## src/rtl/mem_stage_pkg.sv

```systemverilog
`default_nettype none
// ============================================================================
//  Module   : mem_stage_pkg
//  Brief    : Bus widths, load-type encodings and bus layouts for the M stage.
//  Revision : 1.0 - initial release
// ============================================================================
package mem_stage_pkg;

    localparam int c_em_bus_wid     = 294;
    localparam int c_mw_bus_wid     = 258;
    localparam int c_md_for_bus_wid = 116;

    localparam logic [3:0] c_ld_none = 4'b0000;
    localparam logic [3:0] c_ld_w    = 4'b1111;
    localparam logic [3:0] c_ld_h    = 4'b0011;
    localparam logic [3:0] c_ld_hu   = 4'b0111;
    localparam logic [3:0] c_ld_b    = 4'b0001;
    localparam logic [3:0] c_ld_bu   = 4'b0101;

    // Field order is MSB first and must match the execute stage packing.
    typedef struct packed {
        logic [31:0] rdata;
        logic [66:0] pb;
        logic [31:0] pc;
        logic [31:0] rf_wdata;
        logic        gr_we;
        logic [4:0]  dest;
        logic [3:0]  res_from_mem;
        logic [31:0] vaddr;
        logic        ex;
        logic [7:0]  ecode;
        logic        esubcode;
        logic [13:0] csr_addr;
        logic        csr_we;
        logic [31:0] csr_wmask;
        logic [31:0] csr_wdata;
    } em_bus_t;

    typedef struct packed {
        logic [66:0] pb;
        logic [31:0] pc;
        logic [31:0] final_wdata;
        logic        gr_we;
        logic [4:0]  dest;
        logic [31:0] badv;
        logic        ex;
        logic [7:0]  ecode;
        logic        esubcode;
        logic [13:0] csr_addr;
        logic        csr_we;
        logic [31:0] csr_wmask;
        logic [31:0] csr_wdata;
    } mw_bus_t;

    typedef struct packed {
        logic [4:0]  dest;
        logic [31:0] final_wdata;
        logic        csr_we;
        logic [13:0] csr_addr;
        logic [31:0] csr_wmask;
        logic [31:0] csr_wdata;
    } md_for_bus_t;

endpackage
`default_nettype wire

```

## src/rtl/mem_stage_if.sv

```systemverilog
`default_nettype none
// ============================================================================
//  Module   : mem_stage_if
//  Brief    : Execute->M input, M->W output and M->D forwarding signal bundle.
//  Revision : 1.0 - initial release
// ============================================================================
interface mem_stage_if #(
    parameter int EM_BUS_W = mem_stage_pkg::c_em_bus_wid,
    parameter int MW_BUS_W = mem_stage_pkg::c_mw_bus_wid,
    parameter int MD_FOR_W = mem_stage_pkg::c_md_for_bus_wid
);
    logic                W_allowin;
    logic                M_allowin;
    logic                EM_valid;
    logic [EM_BUS_W-1:0] EM_BUS;
    logic                MW_valid;
    logic [MW_BUS_W-1:0] MW_BUS;
    logic [MD_FOR_W-1:0] MD_for_BUS;
    logic                ex_M;
    logic                ex_en;

    modport master (
        output W_allowin, EM_valid, EM_BUS, ex_en,
        input  M_allowin, MW_valid, MW_BUS, MD_for_BUS, ex_M
    );

    modport slave (
        input  W_allowin, EM_valid, EM_BUS, ex_en,
        output M_allowin, MW_valid, MW_BUS, MD_for_BUS, ex_M
    );
endinterface
`default_nettype wire

```

## src/rtl/mem_stage_load_align.sv

```systemverilog
`default_nettype none
// ============================================================================
//  Module   : mem_stage_load_align
//  Brief    : Byte/half extraction with sign or zero extension of a load word.
//  Revision : 1.0 - initial release
// ============================================================================
module mem_stage_load_align
    import mem_stage_pkg::*;
(
    input  wire logic [31:0] i_rdata,
    input  wire logic [1:0]  i_vaddr_lo,
    input  wire logic [3:0]  i_res_from_mem,
    output logic      [31:0] o_load_word
);

    logic [15:0] w_half;
    logic [7:0]  w_byte;

    always_comb begin
        w_half = i_vaddr_lo[1] ? i_rdata[31:16] : i_rdata[15:0];
        case (i_vaddr_lo)
            2'd0:    w_byte = i_rdata[7:0];
            2'd1:    w_byte = i_rdata[15:8];
            2'd2:    w_byte = i_rdata[23:16];
            default: w_byte = i_rdata[31:24];
        endcase
    end

    // Unknown encodings yield zero rather than a partial load.
    always_comb begin
        case (i_res_from_mem)
            c_ld_w:  o_load_word = i_rdata;
            c_ld_h:  o_load_word = {{16{w_half[15]}}, w_half};
            c_ld_hu: o_load_word = {16'h0000, w_half};
            c_ld_b:  o_load_word = {{24{w_byte[7]}}, w_byte};
            c_ld_bu: o_load_word = {24'h000000, w_byte};
            default: o_load_word = 32'h0000_0000;
        endcase
    end

endmodule
`default_nettype wire

```

## src/rtl/mem_stage.sv

```systemverilog
`default_nettype none
// ============================================================================
//  Module   : mem_stage
//  Brief    : Memory-access pipeline stage: load alignment, writeback/forward
//             bus generation and exception squash tracking.
//  Revision : 1.0 - initial release
// ============================================================================
module mem_stage
    import mem_stage_pkg::*;
(
    input  wire logic  clk,
    input  wire logic  rst,
    mem_stage_if.slave bus
);

    em_bus_t     r_em_bus;
    logic        r_m_valid;
    logic        r_ex_flag;

    em_bus_t     w_em_in;
    logic        w_m_allowin;
    logic        w_ex_m;
    logic [31:0] w_load_word;
    logic [31:0] w_final_wdata;
    mw_bus_t     w_mw_bus;
    md_for_bus_t w_md_bus;

    assign w_em_in     = em_bus_t'(bus.EM_BUS);
    assign w_m_allowin = !r_m_valid || bus.W_allowin;
    assign w_ex_m      = r_m_valid && r_em_bus.ex;

    always_ff @(posedge clk or posedge rst) begin
        if (rst) begin
            r_em_bus  <= '0;
            r_m_valid <= 1'b0;
        end else if (bus.ex_en) begin
            r_em_bus  <= '0;
            r_m_valid <= 1'b0;
        end else if (w_m_allowin) begin
            if (bus.EM_valid) begin
                r_em_bus <= w_em_in;
            end
            // Anything younger than a held or pending exception enters squashed.
            r_m_valid <= bus.EM_valid && !r_ex_flag && !w_ex_m;
        end
    end

    always_ff @(posedge clk or posedge rst) begin
        if (rst) begin
            r_ex_flag <= 1'b0;
        end else if (w_ex_m) begin
            r_ex_flag <= 1'b1;
        end else if (bus.ex_en) begin
            r_ex_flag <= 1'b0;
        end
    end

    mem_stage_load_align u_load_align (
        .i_rdata        (r_em_bus.rdata),
        .i_vaddr_lo     (r_em_bus.vaddr[1:0]),
        .i_res_from_mem (r_em_bus.res_from_mem),
        .o_load_word    (w_load_word)
    );

    assign w_final_wdata = (r_em_bus.res_from_mem == c_ld_none) ? r_em_bus.rf_wdata
                                                                : w_load_word;

    always_comb begin
        w_mw_bus             = '0;
        w_mw_bus.pb          = r_em_bus.pb;
        w_mw_bus.pc          = r_em_bus.pc;
        w_mw_bus.final_wdata = w_final_wdata;
        w_mw_bus.gr_we       = r_em_bus.gr_we && !r_em_bus.ex;
        w_mw_bus.dest        = r_em_bus.dest;
        w_mw_bus.badv        = r_em_bus.vaddr;
        w_mw_bus.ex          = r_em_bus.ex;
        w_mw_bus.ecode       = r_em_bus.ecode;
        w_mw_bus.esubcode    = r_em_bus.esubcode;
        w_mw_bus.csr_addr    = r_em_bus.csr_addr;
        w_mw_bus.csr_we      = r_em_bus.csr_we;
        w_mw_bus.csr_wmask   = r_em_bus.csr_wmask;
        w_mw_bus.csr_wdata   = r_em_bus.csr_wdata;
    end

    // Decode only sees a destination that will really be written.
    always_comb begin
        w_md_bus             = '0;
        w_md_bus.dest        = r_em_bus.dest &
                               {5{r_m_valid && r_em_bus.gr_we && !r_em_bus.ex}};
        w_md_bus.final_wdata = w_final_wdata;
        w_md_bus.csr_we      = r_em_bus.csr_we && r_m_valid;
        w_md_bus.csr_addr    = r_em_bus.csr_addr;
        w_md_bus.csr_wmask   = r_em_bus.csr_wmask;
        w_md_bus.csr_wdata   = r_em_bus.csr_wdata;
    end

    assign bus.M_allowin  = w_m_allowin;
    assign bus.MW_valid   = r_m_valid;
    assign bus.MW_BUS     = w_mw_bus;
    assign bus.MD_for_BUS = w_md_bus;
    assign bus.ex_M       = w_ex_m;

endmodule
`default_nettype wire
```

## src/flat_wrapper.sv

```systemverilog
// flat-port wrapper written by rule: the top's interface ports become plain ports
module mem_stage_flat import mem_stage_pkg::*;
  (clk, rst, bus_W_allowin, bus_EM_valid, bus_EM_BUS, bus_ex_en, bus_M_allowin, bus_MW_valid, bus_MW_BUS, bus_MD_for_BUS, bus_ex_M);
  mem_stage_if bus_i ();
  input  wire logic clk;
  input  wire logic rst;
  input wire logic [$bits(bus_i.W_allowin)-1:0] bus_W_allowin;
  input wire logic [$bits(bus_i.EM_valid)-1:0] bus_EM_valid;
  input wire logic [$bits(bus_i.EM_BUS)-1:0] bus_EM_BUS;
  input wire logic [$bits(bus_i.ex_en)-1:0] bus_ex_en;
  output wire logic [$bits(bus_i.M_allowin)-1:0] bus_M_allowin;
  output wire logic [$bits(bus_i.MW_valid)-1:0] bus_MW_valid;
  output wire logic [$bits(bus_i.MW_BUS)-1:0] bus_MW_BUS;
  output wire logic [$bits(bus_i.MD_for_BUS)-1:0] bus_MD_for_BUS;
  output wire logic [$bits(bus_i.ex_M)-1:0] bus_ex_M;
  assign bus_i.W_allowin = bus_W_allowin;
  assign bus_i.EM_valid = bus_EM_valid;
  assign bus_i.EM_BUS = bus_EM_BUS;
  assign bus_i.ex_en = bus_ex_en;
  assign bus_M_allowin = bus_i.M_allowin;
  assign bus_MW_valid = bus_i.MW_valid;
  assign bus_MW_BUS = bus_i.MW_BUS;
  assign bus_MD_for_BUS = bus_i.MD_for_BUS;
  assign bus_ex_M = bus_i.ex_M;
  mem_stage u_core (.clk(clk), .rst(rst), .bus(bus_i));
endmodule
```

## config.mk

```make
export PLATFORM = sky130hd
export DESIGN_NAME = mem_stage_flat
export DESIGN_NICKNAME = d
export VERILOG_FILES = /design/src/rtl/mem_stage_pkg.sv /design/src/rtl/mem_stage_if.sv /design/src/rtl/mem_stage_load_align.sv /design/src/rtl/mem_stage.sv /design/src/flat_wrapper.sv
export SDC_FILE = /design/constraint.sdc
export NUM_CORES = 1
export LEC_CHECK = 0
export ABC_AREA = 0
export CAP_MARGIN = 20
export CORE_AREA = 8 8 255 257
export CTS_CLUSTER_SIZE = 25
export DETAILED_ROUTE_END_ITERATION = 16
export DIE_AREA = 0 0 263 265
export PLACE_DENSITY = 0.58
export SLEW_MARGIN = 20
export SYNTH_ARGS = -nofsm -noshare
export SYNTH_HDL_FRONTEND = slang
export SYNTH_SLANG_ARGS = --single-unit
export TNS_END_PERCENT = 50
```

## constraint.sdc

```tcl
create_clock -name clk -period 29.1 [get_ports clk]
set_clock_uncertainty 0.05 [all_clocks]
set_input_delay 4.365 -clock clk [delete_from_list [all_inputs] [get_ports clk]]
set_output_delay 4.365 -clock clk [all_outputs]
set_load 0.02 [all_outputs]
```

==> insert_results.sql <==
INSERT INTO impl_metrics (metric_group, metric, value, unit) VALUES
('cells_and_area', 'layout-area-overhead-vs-synth', '45.3', '%'),
('drt', 'remaining_drc_errors', '0', ''),
('critical_path', 'critical_path_required', '24.69', 'ns'),
('logic_synthesis', 'synth_cell_type_count', '33', ''),
('logic_synthesis', 'yosysWarningCount', '0', ''),
('clocking', 'buffer_levels_on_the_longest_clock_path', '3', ''),
('logic_synthesis', 'post_synth_inst_count', '1137', ''),
('logic_synthesis', 'net_count_after_synthesis', '1436', ''),
('sta', 'timing.final.crit_period', '10.12', 'ns'),
('clocking', 'insertion_delay', '0.54', 'ns'),
('clocking', 'clk_pin_slew', '0.06', 'ns'),
('drt', 'detailedRoute.firstPassIterationCount', '6', ''),
('global_routing', 'pin_count_of_the_biggest_net_entering_global_routing', '91', ''),
('critical_path', 'timing.critical_path.mode_cell', 'sky130_fd_sc_hd__clkdlybuf4s50_1', ''),
('global_routing', 'grt_antenna_before_repair', '8', ''),
('clocking', 'cts-resized-gates', '0', ''),
('clocking', 'cts_hold_buf', '0', ''),
('critical_path', 'timing.critical_path.cells', 'clkdlybuf4s50_1 > nand2b_1 > clkdlybuf4s50_1', ''),
('drt', 'drt_iter0_drc', '717', ''),
('critical_path', 'critPathBufInv', '2', ''),
('drt', 'detail_route.wirelength', '50.9', 'mm'),
('drt', 'detail_route.vias_per_cell', '4.42', ''),
('logic_synthesis', 'synth_largest_area_cell', 'sky130_fd_sc_hd__dfrtp_1', ''),
('floorplanning', 'die_w', '263', 'um'),
('drt', 'num_vias', '10000', ''),
('sta', 'worst-slew-pin-transition', '1.07', 'ns'),
('logic_synthesis', 'synth-seq-area-share', '0.533', ''),
('critical_path', 'path_delay_family', 'buffers and inverters', ''),
('status', 'outcome', 'finished clean', ''),
('logic_synthesis', 'async_flop_share', '1.00', ''),
('floorplanning', 'core_region_area', '61000', 'um2'),
('critical_path', 'crit_slowest_cell', 'sky130_fd_sc_hd__clkdlybuf4s50_1', ''),
('sta', 'finalSetupViolations', '0', ''),
('sta', 'min_period_over_period', '0.348', ''),
('sta', 'timing.max_slew.rel_slack', '0.284', ''),
('placement', 'dp_slack', '18.99', 'ns'),
('placement', 'dp.final_hpwl', '37.8', 'mm'),
('critical_path', 'crit_path_end_kind', 'primary output', ''),
('placement', 'gp_congestion', '0.794', ''),
('sta', 'timing.final.hold_violations', '0', ''),
('floorplanning', 'placementRows', '91', ''),
('critical_path', 'max_stage_delay', '0.65', 'ns'),
('sta', 'grt_setup_unrepaired', 'false', ''),
('power_and_ir_drop', 'power.leakage', '8.61', 'nW'),
('sta', 'setup_tns', '0', 'ns'),
('logic_synthesis', 'ys.flop_type', 'sky130_fd_sc_hd__dfrtp_1', ''),
('logic_synthesis', 'most_frequent_cell_after_synthesis', 'sky130_fd_sc_hd__buf_4', ''),
('global_routing', 'overflow', '0', ''),
('logic_synthesis', 'synth.cells.most_frequent', '337 x sky130_fd_sc_hd__buf_4, 296 x sky130_fd_sc_hd__dfrtp_1, 294 x sky130_fd_sc_hd__a22o_1, 64 x sky130_fd_sc_hd__buf_2, 23 x sky130_fd_sc_hd__a22oi_1', ''),
('logic_synthesis', 'ys_seq_elements', '296', ''),
('cells_and_area', 'finish.utilization', '0.331', ''),
('critical_path', 'worst_setup_path_start_kind', 'input pin', ''),
('power_and_ir_drop', 'p_per_area', '58.4', 'nW/um2'),
('clocking', 'clkSinkCount', '296', ''),
('drt', 'ant_nets', '0', ''),
('logic_synthesis', 'netlist_area', '13900', 'um2'),
('sta', 'fmax', '0.0988', 'GHz'),
('power_and_ir_drop', 'max-vdd-ir-drop', '0.0000291', 'V'),
('clocking', 'postCtsSetupRepairBufs', '0', ''),
('floorplanning', 'floorplan.die_area', '69700', 'um2'),
('job', 'max_cap_viols', '0', ''),
('global_routing', 'globalRouteTotalUtil', '0.139', ''),
('global_routing', 'wire_length_of_the_first_global_routing_pass', '75.7', 'mm'),
('sta', 'worst_slack', '18.98', 'ns'),
('cells_and_area', 'final-seq-area', '7410', 'um2'),
('cells_and_area', 'finalNetCount', '1745', ''),
('sta', 'timing_max_transition_violations_final', '0', ''),
('logic_synthesis', 'post_synth.cell_area_avg', '12.2', 'um2'),
('cells_and_area', 'final_layout_size_suffix_gt1_frac', '0.0666', ''),
('critical_path', 'arrival_time_of_data_at_the_critical_path_endpoint', '5.71', 'ns'),
('floorplanning', 'floorplan.io_pins', '676', '');
-- sequential cells by signal (all words and copies together), names as in the netlist --
| signal | count |
|---|---|
| u_core.bus.MD_for_BUS | 78 |
| u_core.bus.MW_BUS | 147 |
| u_core.bus.MW_valid | 1 |
| u_core.r_em_bus | 69 |
| u_core.r_ex_flag | 1 |
-- metal layers --
metal	track usage	share of wire	wire, um
met2	0.234	0.49	25100
met5	0	0.00041	21
met4	0.0435	0.024	1240
met3	0.0486	0.078	3960
met1	0.167	0.40	20600
-- power by group --
group	internal, mW	switching (mW)
Sequential	0.437	0.0234
Combinational	0.115	0.107
Clock	0.311	0.186
Total	0.863	0.317
-- layout by cell type, fill, tap and decap left out, drive strengths merged --
master	instances
clkdlybuf4s50	675
bufinv	7
dfrtp	296
o21ai	17
clkinv	8
nand2	11
and3	5
and4b	1
buf	13
a32oi	1
nor4	1
mux4	8
a22oi	23
mux2	9
o2111ai	1
nand4	1
clkbuf	44
nand2b	3
inv	20
nor2	2
nor2b	2
a22o	294
a222oi	8
or3b	2
and3b	2
clkinvlp	4
nand3	2
and4	1
a21oi	2
mux2i	1
and2	1
o221ai	7
diode	5
-- final timing paths --
path | from | end | slack, ns | cells after the start
min | u_core.bus.MW_BUS[239]$_DFFE_PP0P_ | u_core.bus.MW_BUS[239]$_DFFE_PP0P_ | 0.45 | 1
min in group asynchronous | rst | u_core.r_em_bus[157]$_DFFE_PP0P_ | 4.28 | 2
max reg2reg | u_core.bus.MW_valid$_DFFE_PP0P_ | u_core.bus.MW_BUS[169]$_DFFE_PP0P_ | 25.52 | 6
max | bus_W_allowin | bus_M_allowin | 18.98 | 3
min reg2reg | u_core.bus.MW_BUS[239]$_DFFE_PP0P_ | u_core.bus.MW_BUS[239]$_DFFE_PP0P_ | 0.45 | 1
max in group asynchronous | rst | u_core.bus.MW_BUS[194]$_DFFE_PP0P_ | 22.61 | 4
-- layout make-up --
cell class,instances,share of cell area
Clock inverter,21,0.0149
Antenna cell,5,0.000620
Timing Repair Buffer,688,0.341
Clock buffer,44,0.0501
Multi-Input combinational cell,405,0.174
Inverter,18,0.00372
Sequential cell,296,0.367
Tap cell,790,0.0490
-- metrics by stage --
| stage | cell area (um2) | instances | power, mW | hold WS, ns |
|---|---|---|---|---|
| final | 20200 | 2267 | 1.18 | 0.453 |
| after global routing | 20200 | 2264 | 1.23 | 0.461 |
| after CTS | 20200 | 2262 | 1.20 | 0.454 |
| after detailed placement | 18900 | 2197 | 0.692 | 0.438 |
| after global placement | 18800 | 2196 | 0.690 | 0.434 |
| after floorplan | 13900 | 1137 | 0.598 | 0.415 |
-- cell families (layout without fill, tap and decap cells) --
| logic type | count (synthesis) | count (layout) | synth area share |
|---|---|---|---|
| simple gates | 34 | 34 | 0.0144 |
| buf+inv | 436 | 771 | 0.215 |
| compound gates | 353 | 353 | 0.216 |
| flops | 296 | 296 | 0.533 |
| mux | 18 | 18 | 0.0210 |
| other cells | 0 | 5 | 0 |
Note: power is estimated with default switching activity, not from simulation.
